`config.mk`:
```
export PLATFORM = sky130hd
export DESIGN_NAME = complex_alu
export DESIGN_NICKNAME = d
export VERILOG_FILES = /design/src/rtl/complex_alu.sv
export SDC_FILE = /design/constraint.sdc
export NUM_CORES = 1
export LEC_CHECK = 0
export CORE_MARGIN = 2
export CORE_UTILIZATION = 45
export DETAILED_ROUTE_END_ITERATION = 10
export GPL_TIMING_DRIVEN = 1
export PLACE_DENSITY = 0.73
export SLEW_MARGIN = 20
export SYNTH_ARGS = -nofsm -noshare
export SYNTH_HDL_FRONTEND = slang
export SYNTH_SLANG_ARGS = --single-unit
```
`constraint.sdc`:
```
create_clock -name clk -period 8.9 [get_ports clk]
set_input_delay 1.335 -clock clk [delete_from_list [all_inputs] [get_ports clk]]
set_output_delay 1.335 -clock clk [all_outputs]
set_load 0.005 [all_outputs]
```
`src/rtl/complex_alu.sv`:
```
// Complex add/sub/mul/conj-mul unit with valid/ready handshake and one shared multiplier.
// Define COMPLEX_ALU_SAT_EN to saturate result parts instead of wrapping.
module complex_alu #(
    parameter int W = 4
) (
    input  logic           clk,
    input  logic           rst,
    input  logic           in_valid,
    output logic           in_ready,
    input  logic [2*W-1:0] in1,
    input  logic [2*W-1:0] in2,
    input  logic [1:0]     op,
    output logic           out_valid,
    input  logic           out_ready,
    output logic [2*W-1:0] out,
    output logic           ovf
);

    typedef enum logic [1:0] {IDLE, MUL, DONE} state_t;

    localparam logic signed [2*W:0] MAXV = {{(W+2){1'b0}}, {(W-1){1'b1}}};
    localparam logic signed [2*W:0] MINV = {{(W+2){1'b1}}, {(W-1){1'b0}}};

    state_t state, state_nxt;
    logic [1:0] cnt;
    logic conj_q;
    logic signed [W-1:0] a_re, a_im, b_re, b_im, m_a, m_b;
    logic signed [2*W-1:0] prod;
    logic signed [2*W:0] pe, acc_re, acc_im, im_fin;
    logic [W:0] s_re, s_im;
    logic [W:0] n_re, n_im, q_re, q_im;
    logic accept;

    // Returns {out_of_range, narrowed_part}
    function automatic logic [W:0] narrow(input logic signed [2*W:0] v);
        logic hi, lo;
        logic [W-1:0] r;
        hi = v > MAXV;
        lo = v < MINV;
        r = v[W-1:0];
`ifdef COMPLEX_ALU_SAT_EN
        if (hi) r = MAXV[W-1:0];
        else if (lo) r = MINV[W-1:0];
`endif
        return {hi | lo, r};
    endfunction

    assign accept = in_valid && in_ready;

    always_comb begin
        s_re = {in1[2*W-1], in1[2*W-1:W]} + {in2[2*W-1], in2[2*W-1:W]};
        s_im = {in1[W-1], in1[W-1:0]} + {in2[W-1], in2[W-1:0]};
        if (op[0]) begin
            s_re = {in1[2*W-1], in1[2*W-1:W]} - {in2[2*W-1], in2[2*W-1:W]};
            s_im = {in1[W-1], in1[W-1:0]} - {in2[W-1], in2[W-1:0]};
        end
        n_re = narrow($signed({{W{s_re[W]}}, s_re}));
        n_im = narrow($signed({{W{s_im[W]}}, s_im}));
    end

    always_comb begin
        m_a = a_re;
        m_b = b_re;
        unique case (cnt)
            2'd0: begin m_a = a_re; m_b = b_re; end
            2'd1: begin m_a = a_im; m_b = b_im; end
            2'd2: begin m_a = a_re; m_b = b_im; end
            2'd3: begin m_a = a_im; m_b = b_re; end
        endcase
        prod = m_a * m_b;
        pe = {prod[2*W-1], prod};
        im_fin = acc_im + pe;
        q_re = narrow(acc_re);
        q_im = narrow(im_fin);
    end

    always_ff @(posedge clk) begin
        if (rst) state <= IDLE;
        else state <= state_nxt;
    end

    always_comb begin
        state_nxt = state;
        in_ready = 1'b0;
        out_valid = 1'b0;
        unique case (state)
            IDLE: begin
                in_ready = 1'b1;
                if (in_valid) state_nxt = op[1] ? MUL : DONE;
            end
            MUL: if (cnt == 2'd3) state_nxt = DONE;
            DONE: begin
                out_valid = 1'b1;
                if (out_ready) state_nxt = IDLE;
            end
            default: state_nxt = IDLE;
        endcase
    end

    always_ff @(posedge clk) begin
        if (rst) begin
            a_re <= '0;
            a_im <= '0;
            b_re <= '0;
            b_im <= '0;
            conj_q <= 1'b0;
            cnt <= '0;
            acc_re <= '0;
            acc_im <= '0;
            out <= '0;
            ovf <= 1'b0;
        end else if (accept) begin
            a_re <= in1[2*W-1:W];
            a_im <= in1[W-1:0];
            b_re <= in2[2*W-1:W];
            b_im <= in2[W-1:0];
            conj_q <= op[0];
            cnt <= '0;
            if (!op[1]) begin
                out <= {n_re[W-1:0], n_im[W-1:0]};
                ovf <= n_re[W] | n_im[W];
            end
        end else if (state == MUL) begin
            cnt <= cnt + 2'd1;
            // mul: re=p0-p1, im=p2+p3; conj-mul: re=p0+p1, im=p3-p2
            unique case (cnt)
                2'd0: acc_re <= pe;
                2'd1: acc_re <= conj_q ? acc_re + pe : acc_re - pe;
                2'd2: acc_im <= conj_q ? -pe : pe;
                2'd3: begin
                    acc_im <= im_fin;
                    out <= {q_re[W-1:0], q_im[W-1:0]};
                    ovf <= q_re[W] | q_im[W];
                end
            endcase
        end
    end

endmodule

```
# [Yosys cells after proc, flatten, opt, wreduce, memory -nomap -nowiden]
# Cells that the tools add are included.
# Widths: inputs -> output; s select.
[word_totals] out_inout_bits=11 reg_bits=48 in_bits=22 elab_cells=84
[classes] multipliers=1 n_reduce_logical=16 n_eq_ne=9 add_sub_neg=9 n_bitwise=7 order_cmp=8 mux=23
[op_table] op="$pmux 9 s2" n=2
[op_table] op="$mux 8" n=4
[op_table] op="$add 9x8->9" n=2
[op_table] op="$gt 9x4->1 const B" n=2
[op_table] op="$lt 9x4->1 const B" n=2
[op_table] op="$mux 9" n=2
[op_table] op="$pmux 4 s2" n=2
[op_table] op="$reduce_and 3->1" n=4
[op_table] op="$add 4x4->5" n=2
[op_table] op="$gt 5x4->1 const B" n=2
[op_table] op="$lt 5x4->1 const B" n=2
[op_table] op="$mux 5" n=2
[op_table] op="$reduce_or 2->1" n=5
[op_table] op="$sub 4x4->5" n=2
[op_table] op="$neg 8->9" n=1
[op_table] op="$sub 9x8->9" n=1
[op_table] op="$mul 4x4->8" n=1
[op_table] op="$mux 2" n=4
[op_table] op="$ne 2x2->1 const B" n=4
[op_table] op="$reduce_bool 2->1" n=4
[op_table] op="$eq 2x2->1 const B" n=3
[op_table] op="$mux 1" n=6
[op_table] op="$or 1x1->1" n=6
[op_table] op="$pmux 2 s3" n=1
[op_table] op="5 further kinds" n=7

# [Longest topological paths before layout]
[logic_depth] ltp_word=11 depth_mapped=26 mapped_depth_nobuf=24

# [Least setup slack after synthesis]
# Ideal clock, no wire load.
[synth_timing] path_type="register to register" start="register cnt[0]" end="register acc_re[8]" stages_incl_launch_ff=26 arrival_time_ps=6237 setup_ps=92 n_path_buf=2 required_ps=8808 period_less_slack_ps=6329 slack_ps=2571 cell_sequence="dfxtp_1 inv_1 ha_1 clkbuf_1 mux2i_1 or2_2 fa_1 inv_1 fa_1 fa_1 ha_1 fa_1 xnor2_1 inv_1 nor3_1 nor2_1 xnor2_1 ha_1 or2_2 a21oi_1 a31o_2 buf_1 and2_1 a2111oi_0 o32a_1 o32ai_1"
[synth_between] elab_chain_cells=7 word_cells_on_any_way=17 classes_between="add/sub: 2; mul: 1; eq/ne: 3; mux: 4; reduce/logical: 7"
[synth_lines] element="start, declared" line="25" text="logic [1:0] cnt;"
[synth_lines] element="start signal, assigned" line="124" text="cnt <= cnt + 2'd1;"
[synth_lines] element="$eq 2x2->1 (tied with other cells)" line="64" text="unique case (cnt)"
[synth_lines] element="$reduce_or 2->1 (no line)"
[synth_lines] element="$pmux 4 s2" line="64"
[synth_lines] element="$mul 4x4->8" line="70" text="prod = m_a * m_b;"
[synth_lines] element="$sub 9x8->9 or $add 9x8->9 (tied branches)" line="128" text="2'd1: acc_re <= conj_q ? acc_re + pe : acc_re - pe;"
[synth_lines] element="$mux 9" line="128"
[synth_lines] element="$pmux 9 s2" line="126" text="unique case (cnt)"
[synth_lines] element="end signal, assigned" line="127" text="2'd0: acc_re <= pe;"
[synth_lines] element="end signal, assigned" line="128"
[synth_lines] element="end, declared" line="29" text="logic signed [2*W:0] pe, acc_re, acc_im, im_fin;"
# Several ways; a longest one is shown, not always the timed one.
# A chain may end at the register's enable or synchronous reset.

# [Worst setup path after layout]
# Ends and elaborated chain as after synthesis.

==> metrics.cfg <==
[routing]
vias_per_cell=5.67
vias=3741
antenna_left=0
drt-total-wl_um=10500
dr.pass1.iters=5
drcViolationCount=0
wire_per_inst_um=15.9
drt_iter0_drc=209

[sta]
relSlewSlack=0.337
hold_viol_final=0
period_share=0.805
setup_ws_ns=1.74
rsz0062_at_grt=false
min_period_ns=7.16
slew_violations=0
setup_viol_count_final=0
worst_pin_slew_ns=0.994
skew_ns=0.00874
clock.fmax_mhz=140
finalSetupTns_ns=0

[floorplanning]
die_h_um=101
die_area_um2=10200
die_w_um=101
core_area_um2=9150
ios=33
rows=35
initial_core_util=0.461

[power]
leakagePower_nw=2.00
vdd_ir_drop_max_mv=0.0921
switchingPower_mw=0.240
p_seq_frac=0.353
pwr-share-clk=0.253
combinationalPowerShare=0.394
power_mw=0.675
swShare=0.355
power_density_nw_per_um2=144
internal_power_mw=0.435

[synthesis]
ys.flop_type=dfxtp_1
ys_types=55
async_flop_share=0
syn_area_um2=4220
yosys.area.top_type=dfxtp_1
yosysSeqAreaShare=0.228
syn_avg_cell_area_um2=7.91
yosysMostFrequentCell=nand2_1
syn_nets=612
netlist_top_cells_area=dfxtp_1, ha_1, fa_1
yosysWarnings=0
synth_top_area_frac=0.228
synth_edf_count=0
netlist_instances=533
ys_ff_latch=48
synth_common_cells=nand2_1, nor2_1, a21oi_1, dfxtp_1, ha_1

[place]
post_dp_cell_area_um2=4570
port-buffer-count=32
dp_hpwl_um=8090
place_congestion=0.934
pre_cts_slack_ns=1.83
placed_cells=652

[clocking]
tritoncts=done
clock_sinks=48
postCtsSetupRepairBufs=0
ctsResizeCount=0
ctsRootBufferMaster=clkbuf_8
htreeDepth=2
clock_path_buffers=2
hold_buffers=0
clkTransAtPathRegs_ns=0.10
clock_latency_ns=0.31
cts_buffers=5

[global_routing]
gr-usage-all-layers=0.219
gr-usage-met1=0.303
overflow=0
grt.busiest_layer=met2
use_met3=0.0160
grt_pass1_vias=3661
antenna_found_initial=0
grt_first_pass_wirelength_um=17900
grt_use_met2=0.374
grt_max_degree=51

[final_layout]
fin_nets=627
nFillCells=879
stdcell_count=660
drive_gt1_frac=0.0437
final_area_um2=4690
num_antenna_cells=0
syn_to_final_growth_pct=11.3

[min_path]
min_path_type=flop to flop

[critical_path]
worst-path-max-fanout=26
arrival_ns=7.32
critPathKind=flop to flop
critPathCaptureType=flop
start_kind=flop
worstPathRequired_ns=9.06

[run_status]
outcome=complete, no violations

[job]
cap_viol_max_count=0

## final cells by class
type / instances / area, µm² / share of cell area
Sequential cell: 48 / 961 / 0.205
Inverter: 32 / 120 / 0.0256
Multi-Input combinational cell: 429 / 3040 / 0.647
Tap cell: 111 / 139 / 0.0296
Clock buffer: 6 / 82.6 / 0.0176
Clock inverter: 2 / 38.8 / 0.00826
Timing Repair Buffer: 32 / 315 / 0.0672
## cell usage in the layout, fill, tap and decap left out, types with 13 or more instances in the layout
cell type        count
nand2_1             71
nor2_1              54
a21oi_1             51
dfxtp_1             48
ha_1                43
inv_1               32
clkdlybuf4s50_1     31
xnor2_1             29
o21ai_0             15
a211oi_1            14
fa_1                14
a21o_1              13
## state kept, by name (all words and copies together), names as in the netlist, 2 cells and up
signal  cells
b_im        4
a_im        4
state       2
cnt         2
b_re        4
out         8
acc_im      9
acc_re      9
a_re        4
## through the flow
step / utilization / hold slack (ns)
floorplan: - / 0.431
global placement: 0.500 / 0.442
detailed placement: 0.500 / 0.450
CTS: 0.513 / 0.462
global route: 0.513 / 0.473
finish: 0.513 / 0.459
## power by group through the flow
stage               Clock, mW  Sequential [mW]  Combinational (mW)
global route            0.178            0.240               0.298
finish                  0.171            0.238               0.266
CTS                     0.172            0.238               0.263
detailed placement          0            0.243               0.259
global placement            0            0.243               0.253
floorplan                   0            0.238               0.198
## critical path, cell delays in order (launching register included)
cell and delay, ns:
dfxtp_1 0.41, ha_1 0.70, nor2_1 0.20, mux2i_1 0.22
or2_2 0.32, fa_1 0.50, inv_1 0.05, fa_1 0.56
fa_1 0.43, ha_1 0.24, fa_1 0.40, xnor2_1 0.60
inv_1 0.15, nor3_1 0.27, nor2_1 0.08, xnor2_1 0.16
ha_1 0.33, or2_2 0.30, a21oi_1 0.15, a31o_2 0.21
nor4_1 0.07, a2111oi_0 0.41, o32a_1 0.20, o32ai_1 0.07
## cells by family after synthesis
family | Yosys count | share of synthesized area
simple gates | 183 | 0.197
xor+xnor | 40 | 0.0863
buf+inv | 56 | 0.0519
flops | 48 | 0.228
compound gates | 132 | 0.201
mux | 17 | 0.0418
fa+ha+maj | 57 | 0.194
## path summary, 6_finish.rpt
path	startpoint	endpoint	slack, ns	cells past startpoint
worst max register to register	cnt[0]$_SDFFE_PP0P_	acc_re[8]$_SDFFE_PP0P_	1.74	23
worst min-delay path	out[1]$_SDFFE_PP0P_	out[1]$_SDFFE_PP0P_	0.46	2
worst max-delay path	cnt[0]$_SDFFE_PP0P_	acc_re[8]$_SDFFE_PP0P_	1.74	23
worst min register to register	out[1]$_SDFFE_PP0P_	out[1]$_SDFFE_PP0P_	0.46	2
## routing by layer
| layer | routed length (µm) | vias to the layer above |
|---|---|---|
| met5 | 0 | - |
| li1 | - | 1869 |
| met4 | 119 | 0 |
| met2 | 5100 | 72 |
| met3 | 232 | 14 |
| met1 | 5030 | 1786 |
No activity file was read; power rests on OpenSTA's default activity.
==> edit 1, RTL diff (config.mk and constraints unchanged) <==
Build with the macro `COMPLEX_ALU_SAT_EN` defined.
--- a/src/rtl/complex_alu.sv
+++ b/src/rtl/complex_alu.sv
@@ -2,2 +2,4 @@
 // Define COMPLEX_ALU_SAT_EN to saturate result parts instead of wrapping.
+`define COMPLEX_ALU_SAT_EN
+
 module complex_alu #(
Check against the original RTL: not equivalent (Yosys sat finds a counterexample within 4 cycles, from zero or initial values and one cycle with rst high).
==> edit 1 against the original RTL <==
- power is 9.1% higher
- global-route usage is 1.6 points lower
- worst setup slack better by 0.12 ns
- wire length is 3.9% lower
- clock power is 16% higher
- synthesized area is 2.8% higher
- final area is 4.1% higher
- critical path depth is 1 lower
- sequential share of layout area is 0.81 points lower
- sequential cell count stayed put
- worst hold slack better by 0.0039 ns
- critical path type unchanged
- critical endpoint unchanged
- largest cell class unchanged
- highest routed layer unchanged
==> edit 1: results (changes against the original RTL) <==
initial antenna violation count = 0 (unchanged)
CTS resizes = 0 (unchanged)
H-tree Lvls = 2 (unchanged)
most common cell in the netlist = nand2_1 (unchanged)
sequential-to-total area share from yosys stat = 22.2% (was 22.8%)
xor/xnor share of the synthesized area = 9.38% (was 8.63%)
First-pass DRT Iterations = 5 (unchanged)
number of global-route vias before repair = 3,692 (was 3,661)
largest net degree at the start of global routing = 53 (was 51)
actual slew at the worst max-slew pin = 0.882 ns (was 0.994 ns)
RePlAce Congestion = 0.925 (was 0.934)
clk_skew = 0.0155 ns (was 0.00874 ns)
status = finished clean (unchanged)
Synth cell types = 51 (was 55)
CP Max Fanout = 25 (was 26)
Synth area leaders = dfxtp_1, ha_1, fa_1, a21oi_1, nand2_1 (was dfxtp_1, ha_1, fa_1, nand2_1, a21oi_1)
post-detail-place hpwl = 7.86 mm (was 8.09 mm)
synth cell count leaders = nand2_1, nor2_1, a21oi_1, dfxtp_1, ha_1 (unchanged)
post-synthesis mux area share = 6.00% (was 4.18%)
Slowest Stage Delay on Critical Path = 0.76 ns (was 0.70 ns)
adder-cell area share of the yosys netlist = 20.0% (was 19.4%)
fillcell total = 928 (was 879)
DR vias/cell = 5.48 (was 5.67)
# nets final = 644 (was 627)
gr usage total = 20.3% (was 21.9%)
Int Power = 472 uW (was 435 uW)
syn nets = 624 (was 612)
drt total wl = 10.1 mm (was 10.5 mm)
DRT iter0 DRCs = 174 (was 209)
leakage = 0.00209 uW (was 0.00200 uW)
first-pass GRT wire length = 17.1 mm (was 17.9 mm)
Worst IR Drop VDD = 0.0000696 V (was 0.0000921 V)
placed cell area = 4750 um^2 (was 4570 um^2)
Setup Viol. Count Final = 0 (unchanged)
Arrival @ worst endpoint = 7.30 ns (was 7.32 ns)
ratio of cells with drive above 1 in the final layout = 4.59% (was 4.37%)
Synth Area in Compound Gates = 18.5% (was 20.1%)
-- edit 1: changes by cell type after synthesis, moves of 6 or more --
| cell | unedited run | this run |
|---|---|---|
| o21ai_0 | 15 | 21 |
| mux2i_1 | 12 | 19 |
| maj3_1 | 0 | 6 |
| nor3_1 | 11 | 17 |
| xor2_1 | 10 | 16 |
| nor2_1 | 54 | 60 |
| nand2_1 | 71 | 61 |
| o21ai_1 | 1 | 7 |
| nand2b_1 | 5 | 14 |
-- edit 1: area by class of cell --
type / instances / area share (%)
timing repair buffer: 33 / 6.71
clock inverter: 3 / 1.41
inverter: 35 / 2.69
clock buffer: 5 / 1.41
multi-input combinational: 443 / 64.8
tap: 129 / 3.30
sequential: 48 / 19.7
-- edit 1: worst max-delay path: cells and delay by family, from the launching register on --
kind	cells	cell delay, ns
compound gates	5	1.01
xor+xnor	1	0.16
fa+ha+maj	7	3.38
buf+inv	2	0.09
flops	1	0.40
mux	2	0.71
simple gates	5	1.23
-- edit 1: power by group through the flow --
stage          clock network (uW)  logic (uW)  registers (uW)
2_1_floorplan                   0         223             241
3_3_place_gp                    0         288             245
3_5_place_dp                    0         294             245
4_1_cts                       200         297             240
5_1_grt                       207         331             242
6_report                      199         297             240
-- edit 1: metal layers --
metal	GRT usage, %	routed length, um
met2	33.9	4630
met5	0	0
met1	28.1	4850
met4	4.92	160
met3	2.33	431
-- edit 1: path summary, 6_finish.rpt --
kind	start	end	slack, ns	depth (start not counted)
max	cnt[0]	acc_re[8]	1.86	22
min	b_im[1]	b_im[1]	0.46	2
max reg2reg	cnt[0]	acc_re[8]	1.86	22
min reg2reg	b_im[1]	b_im[1]	0.46	2
-- edit 1: stage by stage --
stage,cells,setup slack [ns]
final,696,1.86
after global routing,696,1.29
after CTS,696,1.86
after detailed placement,688,1.86
after global placement,688,2.08
after floorplan,546,2.63
-- edit 1: logic make-up (layout without fill, tap and decap cells) --
kind of cell    Yosys count  after routing
flops                    48             48
mux                      25             25
xor+xnor                 43             43
fa+ha+maj                62             62
simple gates            183            183
compound gates          130            130
buf+inv                  55             76
==> edit 2, RTL diff (same flow settings) <==
Without the edit above. Make the reset (`rst`) asynchronous in 2 clocked blocks.
--- a/src/rtl/complex_alu.sv
+++ b/src/rtl/complex_alu.sv
@@ -76,3 +76,3 @@
 
-    always_ff @(posedge clk) begin
+    always_ff @(posedge clk or posedge rst) begin
         if (rst) state <= IDLE;
@@ -99,3 +99,3 @@
 
-    always_ff @(posedge clk) begin
+    always_ff @(posedge clk or posedge rst) begin
         if (rst) begin
Formal check against the unedited RTL: differs if rst is asserted again (counterexample within 4 cycles, from zero or initial values and one cycle with rst high); with rst held inactive, the same outputs for 4 cycles.
==> edit 2 against the original RTL <==
- worst setup slack got worse by 0.011 ns
- sequential cell count unchanged
- die area increased by 1.1%
- synthesized area increased by 1.2%
- count of clock-buffer cells in the layout decreased by 1
- critical path type unchanged
- cell count decreased by 1.2%
- worst hold slack improved by 0.022 ns
- final area increased by 3.2%
- maximum frequency decreased by 0.16%
- wire length decreased by 4.3%
Power is left out: the tool's default activity adds up to more than one toggle a clock period on the data nets, which glitch-free logic cannot reach.
==> edit 2: results (changes against the original RTL) <==
status = finished clean (unchanged)
largest net degree at the start of global routing = 49 (was 51)
Syn Inst Count = 498 (was 533)
gr usage total = 20.5% (was 21.9%)
clk_skew = 0.0137 ns (was 0.00874 ns)
post-detail-place hpwl = 7.81 mm (was 8.09 mm)
WL/cell = 15.4 um (was 15.9 um)
Place WS = 1.74 ns (was 1.83 ns)
ys flop type = dfrtp_1 (was dfxtp_1)
first-pass GRT wire length = 16.5 mm (was 17.9 mm)
Synth cell types = 49 (was 55)
DR vias/cell = 5.34 (was 5.67)
asr flop ratio synth = 100% (was 0%)
CP Max Fanout = 21 (was 26)
Die ar. = 10,300 um^2 (was 10,200 um^2)
placed insts = 644 (was 652)
DRT iter0 DRCs = 121 (was 209)
syn nets = 577 (was 612)
sequential-to-total area share from yosys stat = 28.1% (was 22.8%)
Non-Filler Instances = 652 (was 660)
M2 GR Usage = 33.9% (was 37.4%)
RePlAce Congestion = 0.945 (was 0.934)
actual slew at the worst max-slew pin = 0.882 ns (was 0.994 ns)
number of global-route vias before repair = 3,459 (was 3,661)
ratio of cells with drive above 1 in the final layout = 5.54% (was 4.37%)
ant diodes = 0 (unchanged)
Arrival @ worst endpoint = 7.39 ns (was 7.32 ns)
Synth area leaders = dfrtp_1, ha_1, nand2_1, fa_1, xnor2_1 (was dfxtp_1, ha_1, fa_1, nand2_1, a21oi_1)
# nets final = 601 (was 627)
fillcell total = 884 (was 879)
met1 Use GR = 28.0% (was 30.3%)
met3 usage = 3.24% (was 1.60%)
==> edit 2: worst min-delay path: stages (launching register included) <==
cell and delay [ns]:
dfrtp_1 0.34, nand2_1 0.06, nand2_1 0.06
==> edit 2: kinds of logic after synthesis <==
group	after synthesis	synth area share [%]
and+or+nand+nor	168	17.7
AOI/OAI and AO/OA	110	15.4
adders and majority gates	57	19.2
buffers and inverters	49	4.34
DFF	48	28.1
xor gates and xnor gates	44	9.88
muxes	22	5.37
==> edit 2: stage by stage <==
step | util, % | cell area [um^2] | hold slack [ns]
finish | 52.4 | 4840 | 0.481
global placement | 50.9 | 4700 | 0.456
CTS | 52.3 | 4840 | 0.479
floorplan | - | 4270 | 0.438
detailed placement | 50.9 | 4700 | 0.456
global route | 52.4 | 4840 | 0.494
==> edit 2: worst paths after layout <==
check / start / to / slack [ns]
setup / recovery: cnt[1] / acc_re[8] / 1.73
hold / removal: a_re[3] / a_re[3] / 0.48
setup reg to reg: cnt[1] / acc_re[8] / 1.73
hold reg to reg: a_re[3] / a_re[3] / 0.48
max in group asynchronous: rst / b_im[0] / 6.89
min in group asynchronous: rst / out[4] / 1.48
==> edit 2: layout make-up <==
cell class / count / area, um^2 / share of cell area (%)
multi-input cells: 401 / 2890 / 59.6
flip-flops and latches: 48 / 1200 / 24.8
repair buffers: 34 / 335 / 6.92
well taps: 129 / 161 / 3.33
inverters: 32 / 121 / 2.51
clock buffers: 5 / 68.8 / 1.42
clock inverters: 3 / 68.8 / 1.42
==> edit 2: routing by layer <==
layer  share of wire, %  vias to the layer above
met2                 49                       92
met1                 46                     1641
li1                   -                     1738
met5                  0                        -
met3                4.6                       10
met4                1.3                        0
